### config.mk
export PLATFORM = sky130hd
export DESIGN_NAME = regfile_alu_pipe
export DESIGN_NICKNAME = d
export VERILOG_FILES = /design/src/rtl/regfile_alu_pkg.sv /design/src/rtl/regfile_alu_pipe_alu_core.sv /design/src/rtl/regfile_alu_pipe.sv
export SDC_FILE = /design/constraint.sdc
export NUM_CORES = 1
export LEC_CHECK = 0
export CAP_MARGIN = 20
export CORE_MARGIN = 4
export CORE_UTILIZATION = 50
export DETAILED_ROUTE_END_ITERATION = 16
export PLACE_DENSITY = 0.7
export SYNTH_ARGS = -nofsm -noshare
export SYNTH_HDL_FRONTEND = slang
export SYNTH_HIERARCHICAL = 1
export SYNTH_SLANG_ARGS = --single-unit
### constraint.sdc
create_clock -name Clk -period 4.95 [get_ports Clk]
set_input_delay 0.99 -clock Clk [delete_from_list [all_inputs] [get_ports Clk]]
set_output_delay 0.99 -clock Clk [all_outputs]
set_load 0.02 [all_outputs]
### src/rtl/regfile_alu_pkg.sv
// Shared opcode encodings, flag bit positions and the flag-vector type for the
// register-file / ALU pipeline.
package regfile_alu_pkg;

  localparam logic [3:0] OP_ADD = 4'd0;
  localparam logic [3:0] OP_SUB = 4'd1;
  localparam logic [3:0] OP_CMP = 4'd2;
  localparam logic [3:0] OP_AND = 4'd3;
  localparam logic [3:0] OP_OR  = 4'd4;
  localparam logic [3:0] OP_XOR = 4'd5;
  localparam logic [3:0] OP_MOV = 4'd6;
  localparam logic [3:0] OP_LSH = 4'd7;
  localparam logic [3:0] OP_RSH = 4'd8;
  localparam logic [3:0] OP_NOP = 4'd15;

  localparam int FLG_C = 4;
  localparam int FLG_L = 3;
  localparam int FLG_F = 2;
  localparam int FLG_Z = 1;
  localparam int FLG_N = 0;

  typedef logic [4:0] flags_t;

  // Every defined op except CMP writes its destination; 9..15 are NOPs.
  function automatic logic op_writes(input logic [3:0] op);
    return (op <= OP_RSH) && (op != OP_CMP);
  endfunction

endpackage

### src/rtl/regfile_alu_pipe_alu_core.sv
// Combinational ALU: produces the result plus a mask of which flags the op
// touches and the new values for those flags.
module alu_core
  import regfile_alu_pkg::*;
#(
  parameter int DATA_W = 16
) (
  input  logic [DATA_W-1:0] a,
  input  logic [DATA_W-1:0] b,
  input  logic [3:0]        op,
  output logic [DATA_W-1:0] result,
  output flags_t            flag_mask,
  output flags_t            flag_val
);

  localparam int SH_W = $clog2(DATA_W);

  logic [DATA_W:0] sum;
  logic [DATA_W:0] diff;
  logic            add_ovf;
  logic            sub_ovf;
  logic            lt_s;

  assign sum     = {1'b0, a} + {1'b0, b};
  assign diff    = {1'b0, a} - {1'b0, b};
  assign add_ovf = (a[DATA_W-1] == b[DATA_W-1]) && (sum[DATA_W-1] != a[DATA_W-1]);
  assign sub_ovf = (a[DATA_W-1] != b[DATA_W-1]) && (diff[DATA_W-1] != a[DATA_W-1]);
  assign lt_s    = $signed(a) < $signed(b);

  always_comb begin
    result    = '0;
    flag_mask = '0;
    flag_val  = '0;
    case (op)
      OP_ADD: begin
        result           = sum[DATA_W-1:0];
        flag_mask[FLG_C] = 1'b1;
        flag_mask[FLG_F] = 1'b1;
        flag_mask[FLG_Z] = 1'b1;
        flag_val[FLG_C]  = sum[DATA_W];
        flag_val[FLG_F]  = add_ovf;
      end
      OP_SUB, OP_CMP: begin
        // The borrow out of the wide difference is exactly unsigned A<B.
        result          = diff[DATA_W-1:0];
        flag_mask       = '1;
        flag_val[FLG_C] = diff[DATA_W];
        flag_val[FLG_L] = diff[DATA_W];
        flag_val[FLG_F] = sub_ovf;
        flag_val[FLG_N] = lt_s;
      end
      OP_AND: begin
        result           = a & b;
        flag_mask[FLG_Z] = 1'b1;
      end
      OP_OR: begin
        result           = a | b;
        flag_mask[FLG_Z] = 1'b1;
      end
      OP_XOR: begin
        result           = a ^ b;
        flag_mask[FLG_Z] = 1'b1;
      end
      OP_MOV: begin
        result = b;
      end
      OP_LSH: begin
        result           = a << b[SH_W-1:0];
        flag_mask[FLG_Z] = 1'b1;
      end
      OP_RSH: begin
        result           = a >> b[SH_W-1:0];
        flag_mask[FLG_Z] = 1'b1;
      end
      default: begin
        result = '0;
      end
    endcase
    // For CMP the difference is zero exactly when A == B.
    flag_val[FLG_Z] = (result == '0);
  end

endmodule

### src/rtl/regfile_alu_pipe.sv
// Register file with a registered ALU execute stage, writeback forwarding,
// persistent flags and a ready/valid external load port.
module regfile_alu_pipe
  import regfile_alu_pkg::*;
#(
  parameter  int DATA_W   = 16,
  parameter  int NUM_REGS = 16,
  localparam int ADDR_W   = $clog2(NUM_REGS)
) (
  input  logic              Clk,
  input  logic              Rst,
  input  logic              in_valid,
  input  logic [3:0]        OpCode,
  input  logic [ADDR_W-1:0] RdestLoc,
  input  logic [ADDR_W-1:0] RsrcLoc,
  input  logic              Imm_s,
  input  logic [DATA_W-1:0] Imm,
  output logic              out_valid,
  output logic [DATA_W-1:0] Result,
  output flags_t            Flags,
  input  logic              ld_valid,
  output logic              ld_ready,
  input  logic [ADDR_W-1:0] ld_addr,
  input  logic [DATA_W-1:0] ld_data
);

  logic [DATA_W-1:0] regs [NUM_REGS];

  logic              wb_valid;
  logic              wb_we;
  logic [ADDR_W-1:0] wb_addr;

  logic              wb_pending;
  logic              fwd_a;
  logic              fwd_b;
  logic              ld_fire;
  logic [DATA_W-1:0] opa;
  logic [DATA_W-1:0] opb;
  logic [DATA_W-1:0] alu_result;
  flags_t            alu_mask;
  flags_t            alu_val;

  assign wb_pending = wb_valid & wb_we;
  assign fwd_a      = wb_pending && (wb_addr == RdestLoc);
  assign fwd_b      = wb_pending && (wb_addr == RsrcLoc);

  assign opa = fwd_a ? Result : regs[RdestLoc];
  assign opb = Imm_s ? Imm : (fwd_b ? Result : regs[RsrcLoc]);

  // Loads are only accepted when no writeback is due, so the two write
  // sources never meet on the same edge.
  assign ld_ready  = ~wb_pending;
  assign ld_fire   = ld_valid & ld_ready;
  assign out_valid = wb_valid;

  alu_core #(.DATA_W(DATA_W)) u_alu (
    .a         (opa),
    .b         (opb),
    .op        (OpCode),
    .result    (alu_result),
    .flag_mask (alu_mask),
    .flag_val  (alu_val)
  );

  always_ff @(posedge Clk or negedge Rst) begin
    if (!Rst) begin
      wb_valid <= 1'b0;
      wb_we    <= 1'b0;
      wb_addr  <= '0;
      Result   <= '0;
      Flags    <= '0;
    end else begin
      wb_valid <= in_valid;
      wb_we    <= in_valid & op_writes(OpCode);
      if (in_valid) begin
        wb_addr <= RdestLoc;
        Result  <= alu_result;
        Flags   <= (Flags & ~alu_mask) | (alu_val & alu_mask);
      end
    end
  end

  always_ff @(posedge Clk or negedge Rst) begin
    if (!Rst) begin
      for (int i = 0; i < NUM_REGS; i++) regs[i] <= '0;
    end else if (wb_pending) begin
      regs[wb_addr] <= Result;
    end else if (ld_fire) begin
      regs[ld_addr] <= ld_data;
    end
  end

endmodule

==> reports/qor.csv, run 1 <==
metric;value;unit
hpwl;63.1;mm
wl;90.6;mm
num_vias;21400;
start_util;0.509;
wire_per_inst;30.8;um
synth.cell_area;22600;um2
ant_nets;0;
final_max_slew_viol_count;0;
critical-path-slowest-cell;a221o_1;
hold_class;input port to asynchronous set/reset pin;
drv_cap;0;
stdcell_count;2941;
seq_area_frac_synth;0.314;
cp-end-kind;flop;
cts.htree.levels;2;
critical_path_class;input port to flop;
synth_edf_count;0;
final-setup-viol-count;0;
synth-seq-cells;283;
overflow;0;
dp_cells;2853;
cp_max_fo;7;
p_leak;11.8;nW
grt_max_degree;93;
vias_per_cell;7.28;
rows;77;
hold_slack;373;ps
synth_top_area_frac;0.314;
clock_latency;580;ps
die_y;221;um
yosysWarnings;6;
skew;21.3;ps
fp.dieW;221;um
drt-pass1-iter-count;8;
io_pins;76;
cp-start-kind;input port;
crit_path_frequent_cell;buf_4;
core_area;44400;um2
antenna_found_initial;0;
crit_chain;clkdlybuf4s15_1 -> xnor2_1 -> nand3_2 -> buf_4 -> buf_4 -> o41ai_2 -> a31oi_2 -> clkinv_1 -> buf_4 -> ha_1 -> nor2_2 -> or3_4 -> o221a_1 -> a221o_1 -> a221o_1 -> a2111oi_4 -> nand4bb_4 -> nor4_2 -> mux2_4;
fmax;0.206;GHz
place_congestion;1.04;
grt_usage;0.361;
worstMarginPinSlew;1240;ps
portBuffers;75;
area_growth;21.8;%
rrSetupSlack;320;ps
drive_gt1_frac;0.341;
critPathRequiredTime;5450;ps
yosysMostFrequentCell;dfrtp_1;
antenna-diode-count;0;
drc_errors;0;
async_flop_share;1.00;
timing.rr.start;wb_addr[2]$_DFFE_PN0P_;
grt_pass1_wl;133;mm
synth.distinct_cells;93;
syn_inst;2059;
first_iter_violations;2933;
cpPeakStageDelay;410;ps
dieArea;48600;um2
syn_area_per_cell;11.0;um2
yosys.area.top_type;dfrtp_1;
cts_made_buffers;34;
synth_area_leaders;dfrtp_1, mux4_2, mux2_1;
cts_max_path_buffers;3;
max-slew-margin-rel;0.171;
status;completed;
fin_crit_sh;0.979;
cts_root_buf;clkbuf_16;
ctsHoldBuffers;0;
cts.sinks;283;
tritoncts;yes;
hold_viol;0;
worstPathArrival;5350;ps
grt_pass1_vias;21500;
ys_top_cells_by_count;dfrtp_1, o22ai_1, mux2_1;
clk_pin_slew;70;ps
worstRegToRegCells;19;
period_needed;4850;ps
synth_flop_cell;dfrtp_1;
syn-num-nets;2166;
power_density;414;nW/um2
vdd_drop_max;0.330;mV
finalNetCount;2432;
## layout by cell type (no fill, tap or decap), types with 13 or more instances in the layout
cell type | netlist | final
clkdlybuf4s50_1 | 0 | 66
nor3_1 | 19 | 19
buf_12 | 0 | 19
nand3_1 | 24 | 22
mux2_1 | 184 | 184
mux4_2 | 127 | 128
nor2_1 | 44 | 42
clkbuf_16 | 0 | 37
nor2b_1 | 28 | 27
dfrtp_1 | 283 | 283
buf_4 | 16 | 333
mux2i_1 | 104 | 101
a21oi_1 | 39 | 36
inv_1 | 60 | 55
nand2_1 | 111 | 110
nand2b_1 | 27 | 26
ha_1 | 52 | 43
a22oi_1 | 13 | 13
a221oi_1 | 18 | 18
o22ai_4 | 15 | 15
mux2_2 | 140 | 132
o21ai_0 | 37 | 35
o22ai_1 | 264 | 263
## worst max path at each step
stage,slack [ps],startpoint,cells after the start,endpoint
3_3_place_gp,-1100,RsrcLoc[0],18,flop
6_report,100,RsrcLoc[2],19,flop
5_1_grt,-20,RsrcLoc[2],19,flop
3_5_place_dp,-1010,RsrcLoc[0],18,flop
2_1_floorplan,0.7,RsrcLoc[1],21,flop
4_1_cts,2,RdestLoc[1],19,flop
## sequential cells by signal, summed over array words and instances, names as in the netlist, named ones only
| name | count |
|---|---|
| regs | 256 |
| Result | 16 |
| wb_addr | 4 |
| out_valid | 1 |
| wb_we | 1 |
## cell type report
| type | instances | area [um2] |
|---|---|---|
| well taps | 592 | 741 |
| clock buffers | 52 | 1020 |
| multi-input cells | 1506 | 14500 |
| fillers | 3525 | 16900 |
| clock inverters | 8 | 115 |
| flip-flops and latches | 283 | 7080 |
| repair buffers | 437 | 3850 |
| inverters | 63 | 244 |
## metrics by stage
step	util	TNS [ps]	worst slack, ps	total power [mW]	instance area (um2)
2_1_floorplan	-	0	0.742	6.18	22800
3_3_place_gp	0.580	-9480	-1100	8.25	25800
3_5_place_dp	0.580	-9830	-1010	8.39	25800
4_1_cts	0.607	0	1.70	11.0	27000
5_1_grt	0.620	-19.2	-19.2	11.8	27500
6_report	0.620	0	103	11.4	27500
## timing repair
item	4_1_cts	5_1_grt
setup buffers	3	22
resized for setup	13	64
pin swaps	1	13
cloned	0	3
setup endpoints to repair	11	9
## cell families after synthesis
family                   count (synthesis)  synth area share
AND/OR/NAND/NOR                        340            0.0808
flip-flops                             283             0.314
multiplexers                           556             0.335
AO/OA/AOI/OAI                          542             0.172
buffers and inverters                  270            0.0623
XOR/XNOR                                14           0.00543
adder cells (fa/ha/maj)                 54            0.0306
## worst max-delay path: cells and delay by family
| family | cells | cell delay, ps |
|---|---|---|
| adders and majority gates | 1 | 240 |
| muxes | 1 | 170 |
| and+or+nand+nor | 5 | 910 |
| AOI/OAI and AO/OA | 6 | 1910 |
| xor gates and xnor gates | 1 | 250 |
| buffers and inverters | 5 | 860 |
## report_power, final
| part | total [mW] | internal [mW] | switching, mW |
|---|---|---|---|
| clock | 2.61 | 1.49 | 1.12 |
| sequential | 3.49 | 2.90 | 0.593 |
| combinational | 5.28 | 2.61 | 2.67 |
## layer usage
layer | GRT usage | routed length (um) | vias up
li1 | - | - | 8607
met5 | 0 | 0 | -
met1 | 0.442 | 32200 | 10500
met4 | 0.206 | 6230 | 0
met2 | 0.579 | 41200 | 1822
met3 | 0.0967 | 10900 | 491
Power figures use the tool's default switching activity.
==> run 2: changes to the inputs <==
- REMOVE_ABC_BUFFERS: default -> 1
==> run 2 against run 1 <==
  * Power fell by 0.28%
  * Register-to-register slack improved by 60 ps
  * Non-clock buffer count rose by 35
  * Sequential power barely moved
  * Core utilization rose by 0.53 points
  * Sequential cell count did not move
  * Worst setup slack got worse by 95 ps
  * Clock-buffer cell count fell by 3
  * Critical path depth rose by 2
  * Design area rose by 0.86%
  * Largest cell class unchanged
  * Largest power group unchanged
==> reports/qor.csv, run 2 (synthesized netlist as in run 1, its figures left out) <==
metric;value;unit
final_core_util;0.625;
grt_usage;0.381;
antenna_found_initial;0;
power_density;409;nW/um2
wl;94.4;mm
critical_path_class;input port to flop;
hold_class;flop to flop;
nFillCells;3527;
drt-pass1-iter-count;7;
io_pins;76;
fp.dieW;221;um
hold_viol;0;
fin_total_pwr;11.4;mW
critical-path-slowest-cell;mux4_2;
overflow;0;
vdd_drop_max;0.306;mV
fin_crit_sh;0.998;
cts_root_buf;clkbuf_16;
critPathRequiredTime;5440;ps
crit_chain;buf_12 -> buf_12 -> buf_12 -> mux4_2 -> mux2i_1 -> mux2i_1 -> mux2_4 -> buf_4 -> inv_1 -> ha_1 -> buf_4 -> and2_1 -> or3_1 -> o211a_1 -> o21ai_1 -> buf_4 -> a21o_1 -> mux2i_2 -> o211ai_1 -> nor4_4 -> mux2_4;
grt_setup_unrepaired;true;
cts.sinks;283;
place_congestion;1.03;
wire_per_inst;31.7;um
final_common_cell;buf_4;
placed_area;26200;um2
cts.htree.levels;2;
dieArea;48600;um2
period_needed;4940;ps
clock_latency;580;ps
first_iter_violations;2998;
hpwl;66.5;mm
worstMarginPinSlew;1070;ps
p_leak;12.0;nW
pre_cts_ws;-1160;ps
antenna-diode-count;0;
grt_max_degree;127;
ctsHoldBuffers;0;
cp-start-kind;input port;
rows;77;
largest_reg_flops;256;
drive_gt1_frac;0.350;
final_area;27800;um2
tritoncts;yes;
clk_pin_slew;50;ps
multiInputGateArea;14400;um2
skew;38.0;ps
start_util;0.509;
cp-end-kind;flop;
portBuffers;75;
final-setup-viol-count;0;
vias_per_cell;7.25;
finalNetCount;2468;
drc_errors;0;
regMostFlops;regs;
final_cell_mix;buf_4, dfrtp_1, o22ai_1;
worstPathArrival;5430;ps
fmax;0.202;GHz
num_vias;21600;
cpPeakStageDelay;520;ps
drv_cap;0;
cp_max_fo;11;
status;completed;
cts_max_path_buffers;3;
max-slew-margin-rel;0.285;
grt_pass1_wl;137;mm
register_area;7080;um2
reg_top3;regs (256), Result (16), wb_addr (4);
grt_pass1_vias;21700;
worst_slack;8.21;ps
cts_made_buffers;35;
die_y;221;um
ant_nets;0;
area_growth;22.9;%
final_max_slew_viol_count;0;
core_area;44400;um2
[run 2: cell types whose count changed in the layout (fill, tap and decap cells not counted), sizes merged]
cell / previous run / this run
clkbuf: 56 / 51
buf: 365 / 401
bufinv: 1 / 0
clkinvlp: 1 / 2
clkdlybuf4s15: 1 / 0
clkdlybuf4s50: 66 / 67
clkinv: 6 / 9
dlygate4sd2: 0 / 1
dlymetal6s2s: 1 / 0
inv: 63 / 65
bufbuf: 0 / 1
[run 2: timing repair]
| action | in CTS | in global routing |
|---|---|---|
| gates resized for setup | 26 | 56 |
| pin swaps | 6 | 7 |
| setup buffers | 1 | 6 |
| setup endpoints to repair | 8 | 11 |
| gates cloned | 2 | 1 |
[run 2: through the flow]
| stage | std cells | hold WS [ps] | setup TNS, ps |
|---|---|---|---|
| 2_1_floorplan | 1852 | 470 | -40330 |
| 3_3_place_gp | 2906 | 484 | -8840 |
| 3_5_place_dp | 2906 | 493 | -9790 |
| 4_1_cts | 2971 | 507 | 0 |
| 5_1_grt | 2978 | 523 | -66.0 |
| 6_report | 2978 | 502 | 0 |
[run 2: worst paths after layout]
path,from,end,cells after the start,slack (ps)
max,RdestLoc[0],flop,21,8
min,flop,flop,1,500
max reg2reg,regs[0]$_DFFE_PN0P_,flop,17,380
min reg2reg,flop,flop,1,500
max in group asynchronous,Rst,regs[174]$_DFFE_PN0P_,2,3340
min in group asynchronous,Rst,regs[180]$_DFFE_PN0P_,1,560
[run 2: final cells by class]
cell class | count | share of cell area
clock buffer | 49 | 0.0367
inverter | 63 | 0.00870
tap | 592 | 0.0267
timing repair buffer | 472 | 0.149
multi-input combinational | 1506 | 0.520
sequential | 283 | 0.255
clock inverter | 13 | 0.00316
[run 2: worst max-delay path: cells and delay by family]
kind / cells / cell delay [ps]
buffers and inverters: 7 / 1000
adder cells (fa/ha/maj): 1 / 270
AND/OR/NAND/NOR: 3 / 760
multiplexers: 6 / 1610
AO/OA/AOI/OAI: 4 / 780
[run 2: report_power, final]
part           internal (mW)  total (mW)  switching (mW)
sequential              2.90        3.49           0.596
combinational           2.65        5.31            2.66
clock                   1.45        2.56            1.11
[run 2: layer usage]
layer	vias to the layer above	part of all wire	track usage
li1	8702	-	-
met4	0	0.086	0.255
met2	1658	0.45	0.603
met5	-	0	0
met3	552	0.11	0.0994
met1	10700	0.35	0.459
